==> config.mk <==
export PLATFORM = sky130hd
export DESIGN_NAME = switch_direction_conditioner
export DESIGN_NICKNAME = d
export VERILOG_FILES = /design/src/rtl/switch_direction_conditioner.sv
export SDC_FILE = /design/constraint.sdc
export NUM_CORES = 1
export LEC_CHECK = 0
export ABC_AREA = 1
export CAP_MARGIN = 20
export CORE_MARGIN = 1
export CORE_UTILIZATION = 57
export CTS_CLUSTER_SIZE = 8
export DETAILED_ROUTE_END_ITERATION = 6
export HOLD_SLACK_MARGIN = 0.05
export PLACE_DENSITY = 0.81
export SYNTH_ARGS = -nofsm -noshare
export SYNTH_HDL_FRONTEND = slang
export SYNTH_SLANG_ARGS = --single-unit
==> constraint.sdc <==
create_clock -name c -period 1.6 [get_ports c]
set_input_delay 0.24 -clock c [delete_from_list [all_inputs] [get_ports c]]
set_output_delay 0.24 -clock c [all_outputs]
set_load 0.03 [all_outputs]
==> src/rtl/switch_direction_conditioner.sv <==
// Synchronises and debounces a raw switch pin; emits a clean level, press/release pulses and a toggling direction select.
// Latency: an accepted edge is registered DEBOUNCE_CYCLES+2 edges after the pin settles; free-running, no backpressure.
module switch_direction_conditioner #(
    parameter int DEBOUNCE_CYCLES = 1000000,
    parameter int CNT_W           = 20
) (
    input  logic c,
    input  logic reset,
    input  logic btn_raw,
    output logic btn_db,
    output logic press_pulse,
    output logic release_pulse,
    output logic s,
    output logic busy
);

    typedef enum logic [1:0] {
        IDLE         = 2'd0,
        PRESS_WAIT   = 2'd1,
        PRESSED      = 2'd2,
        RELEASE_WAIT = 2'd3
    } state_t;

    localparam logic [CNT_W-1:0] CNT_LAST = CNT_W'(DEBOUNCE_CYCLES - 1);

    logic             sync1_q, sync1_d;
    logic             sync2_q, sync2_d;
    state_t           state_q, state_d;
    logic [CNT_W-1:0] cnt_q, cnt_d;
    logic             btn_db_q, btn_db_d;
    logic             press_pulse_q, press_pulse_d;
    logic             release_pulse_q, release_pulse_d;
    logic             s_q, s_d;
    logic             busy_q, busy_d;
    logic             btn_s;

    assign btn_s = sync2_q;

    always_comb begin
        sync1_d         = btn_raw;
        sync2_d         = sync1_q;
        state_d         = state_q;
        cnt_d           = cnt_q;
        btn_db_d        = btn_db_q;
        press_pulse_d   = 1'b0;
        release_pulse_d = 1'b0;
        s_d             = s_q;

        unique case (state_q)
            IDLE: begin
                if (btn_s) begin
                    state_d = PRESS_WAIT;
                    cnt_d   = '0;
                end
            end
            PRESS_WAIT: begin
                if (!btn_s) begin
                    state_d = IDLE;
                    cnt_d   = '0;
                end else if (cnt_q == CNT_LAST) begin
                    state_d       = PRESSED;
                    cnt_d         = '0;
                    btn_db_d      = 1'b1;
                    press_pulse_d = 1'b1;
                    s_d           = ~s_q;
                end else begin
                    cnt_d = cnt_q + 1'b1;
                end
            end
            PRESSED: begin
                if (!btn_s) begin
                    state_d = RELEASE_WAIT;
                    cnt_d   = '0;
                end
            end
            RELEASE_WAIT: begin
                if (btn_s) begin
                    state_d = PRESSED;
                    cnt_d   = '0;
                end else if (cnt_q == CNT_LAST) begin
                    state_d         = IDLE;
                    cnt_d           = '0;
                    btn_db_d        = 1'b0;
                    release_pulse_d = 1'b1;
                end else begin
                    cnt_d = cnt_q + 1'b1;
                end
            end
            default: state_d = IDLE;
        endcase

        // busy tracks the state being entered so it rises on the same edge as the WAIT state
        busy_d = (state_d == PRESS_WAIT) || (state_d == RELEASE_WAIT);
    end

    always_ff @(posedge c) begin
        if (!reset) begin
            sync1_q         <= 1'b0;
            sync2_q         <= 1'b0;
            state_q         <= IDLE;
            cnt_q           <= '0;
            btn_db_q        <= 1'b0;
            press_pulse_q   <= 1'b0;
            release_pulse_q <= 1'b0;
            s_q             <= 1'b0;
            busy_q          <= 1'b0;
        end else begin
            sync1_q         <= sync1_d;
            sync2_q         <= sync2_d;
            state_q         <= state_d;
            cnt_q           <= cnt_d;
            btn_db_q        <= btn_db_d;
            press_pulse_q   <= press_pulse_d;
            release_pulse_q <= release_pulse_d;
            s_q             <= s_d;
            busy_q          <= busy_d;
        end
    end

    assign btn_db        = btn_db_q;
    assign press_pulse   = press_pulse_q;
    assign release_pulse = release_pulse_q;
    assign s             = s_q;
    assign busy          = busy_q;

endmodule

==> results.toml <==
[status]
status = "complete, no violations"

[pwr]
ir_drop_mv = 0.5135
p_leak_nw = 0.7379
power_density_mw_per_mm2 = 620.6

[finish]
nets = 259
area.growth.synth_to_final_pct = 12.43
antennaDiodeCount = 0
register_area_sq_um = 563.0
final_common_cell = "nand2_1"
multiInputGateArea_sq_um = 878.3
final_cells = 284
final_cell_mix = "nand2_1 (56), inv_1 (30), nor2_1 (26), dfxtp_1 (26), nand3_1 (21)"
fin_area_sq_mm = 0.001788
final_layout_size_suffix_gt1_frac = 0.1772
final.fill_count = 229

[clocking]
cts_buffers = 3
holdBufCountCts = 0
htree_levels = 1
path_clk_slew_ns = 0.15
cts_root_buf = "clkbuf_4"
clk_latency_ns = 0.33
clock_path_buffers = 2
tritoncts = "built"
numClockSinks = 28

[worst_setup_path]
crit_path_start = "cnt_q[0]"
reg2regPathDepth = 8
arrival_ns = 1.71
critical_path_class = "reg -> reg"
required_ns = 1.83
rr_endpoint = "cnt_q[14]"
worst-path-max-fanout = 5
critPathCaptureType = "flip-flop"
r2r-start = "cnt_q[0]"
endpoint = "cnt_q[14]"
start_kind = "flip-flop"
r2r_slack_ns = 0.13

[placement]
io_buffers = 7
gp_congestion = 0.8407
numPlacedInstances = 279
dpl_cell_area_sq_mm = 0.001725
hpwl_microns = 2325

[synthesis]
ys_types = 35
synth_compound_area_frac = 0.08655
synth_mux_area_frac = 0
yosys_warnings = 0
synth_fa_ha_area_frac = 0.007868
synth_top_family_by_area = "simple AND/OR/NAND/NOR gates"
syn_nets = 243
synth-seq-cells = 28
synthSimpleGateAreaFrac = 0.4485
ys_seq_area_frac = 0.3525
syn-cell-area_sq_mm = 0.001590
synthCells = 239
synth_area_per_cell_sq_um = 6.654
synth-xor-area-share = 0

[die]
placeableCoreArea_sq_mm = 0.002567
die_x_microns = 54.82
die-area_sq_mm = 0.003005
pin_count = 8
die_h_microns = 54.82
num_rows = 18
start_util = 0.6194

[detailed_routing]
via_per_inst = 5.169
wl_per_cell_microns = 10.93
wl_microns = 3104
drt-initial-drc-count = 35
vias = 1468
drc_errors = 0
drtAntennaViolNets = 0
dr.pass1.iters = 4

[grt]
grt_usage = 0.2310
antenna_found_initial = 0
grt_pass1_vias = 1209
grt_max_degree = 18
grt_pass1_wl_microns = 4968
gr-total-overflow = 0

[min_path]
hp-class = "in -> reg"

[sta]
hold_viol = 0
fin_crit_ns = 1.475
fmax_mhz = 678.1
drv_slew = 0
skew_ns = 0.006284
setup_tns_ns = 0
setup_violations = 0
maxSlewHeadroom = 0.7858
grt_setup_unrepaired = "false"
fin_crit_sh = 0.9218
tightest_slew_ns = 0.3188

[run]
max_cap_viol_count = 0
-- cells by family (layout without fill, tap and decap cells) --
family	after synthesis	after routing
compound gates	23	23
fa+ha+maj	1	1
buf+inv	40	55
flops	28	28
simple gates	147	147
-- timing repair --
| action | CTS | global route |
|---|---|---|
| resized for setup | 3 | 8 |
| endpoints found under the setup margin | 3 | 17 |
| pin swaps | 0 | 1 |
| buffers inserted | 0 | 1 |
-- synth_stat cells --
library cell	instances	area (sq um)
o22ai_1	1	6.260
buf_2	1	5.000
inv_6	1	8.760
nand2_4	1	11.26
nand3_1	21	105.1
or2_2	1	6.260
nor2_8	1	20.02
a21o_1	1	7.510
a21oi_1	13	65.06
buf_6	1	11.26
nor3_2	2	20.02
nor2b_1	1	6.260
or2_1	1	6.260
nor2_4	2	22.52
nor2_2	5	31.28
clkbuf_1	1	3.750
a21o_2	1	8.760
nand2_1	57	214.0
o21ai_0	1	5.000
ha_1	1	12.51
nand3_2	1	10.01
nor3b_1	1	7.510
clkinv_2	1	5.000
o21a_1	1	7.510
nor3_1	9	45.04
nand4_1	10	62.56
a21oi_2	2	17.52
nor2_1	27	101.4
clkbuf_2	1	5.000
inv_1	30	112.6
a31oi_1	2	12.51
nand2_2	7	43.79
dfxtp_1	28	560.5
inv_2	4	15.01
o21bai_1	1	7.510
-- how the worst min path moves through the flow --
stage            start  cells past startpoint      end
3_3_place_gp   sync1_q                      2    btn_s
2_1_floorplan  btn_raw                      2  sync1_q
3_5_place_dp   sync1_q                      2    btn_s
4_1_cts        btn_raw                      3  sync1_q
5_1_grt        btn_raw                      3  sync1_q
6_report       btn_raw                      3  sync1_q
-- stage by stage --
step	setup WS, ns	power [mW]	utilization	hold WS (ns)
after global routing	0.003932	1.156	0.6964	0.4259
after floorplan	0.1979	0.7622	-	0.3376
after CTS	0.02403	1.122	0.6847	0.4187
after global placement	0.1535	0.7815	0.6720	0.4006
final	0.1252	1.110	0.6964	0.4290
after detailed placement	0.1213	0.7814	0.6720	0.4061
-- layer usage --
metal,GRT usage,vias to the layer above,share of wire
met5,0,-,0
met4,0.08120,0,0.0068
met3,0.04444,2,0.026
met2,0.3956,19,0.48
met1,0.2833,648,0.49
li1,-,799,-
-- worst max-delay path, stage by stage (launching register included) --
cell and delay [ns]:
dfxtp_2 0.36, ha_1 0.23, nand2_2 0.14, inv_1 0.05, nand3_1 0.13, nor2_2 0.08, or2_2 0.27, nand3_1 0.08
a21oi_1 0.05
-- state kept, by name, indices dropped and copies added (netlist names) --
name,count
press_pulse,1
state_q,2
cnt_q,20
release_pulse,1
sync1_q,1
s,1
btn_s,1
btn_db,1
-- cell type report --
cell class / count / share of cell area
clock buffer: 4 / 0.02029
inverter: 36 / 0.07908
multi-input combinational: 171 / 0.4913
sequential: 28 / 0.3149
tap: 30 / 0.02099
timing repair buffer: 15 / 0.07348
-- power breakdown --
group	total, mW	internal (mW)	switching [mW]
combinational	0.0640	0.0212	0.0428
clock	0.343	0.139	0.204
sequential	0.702	0.701	0.00165
total	1.11	0.861	0.249
Note: power is estimated with default switching activity, not from simulation.
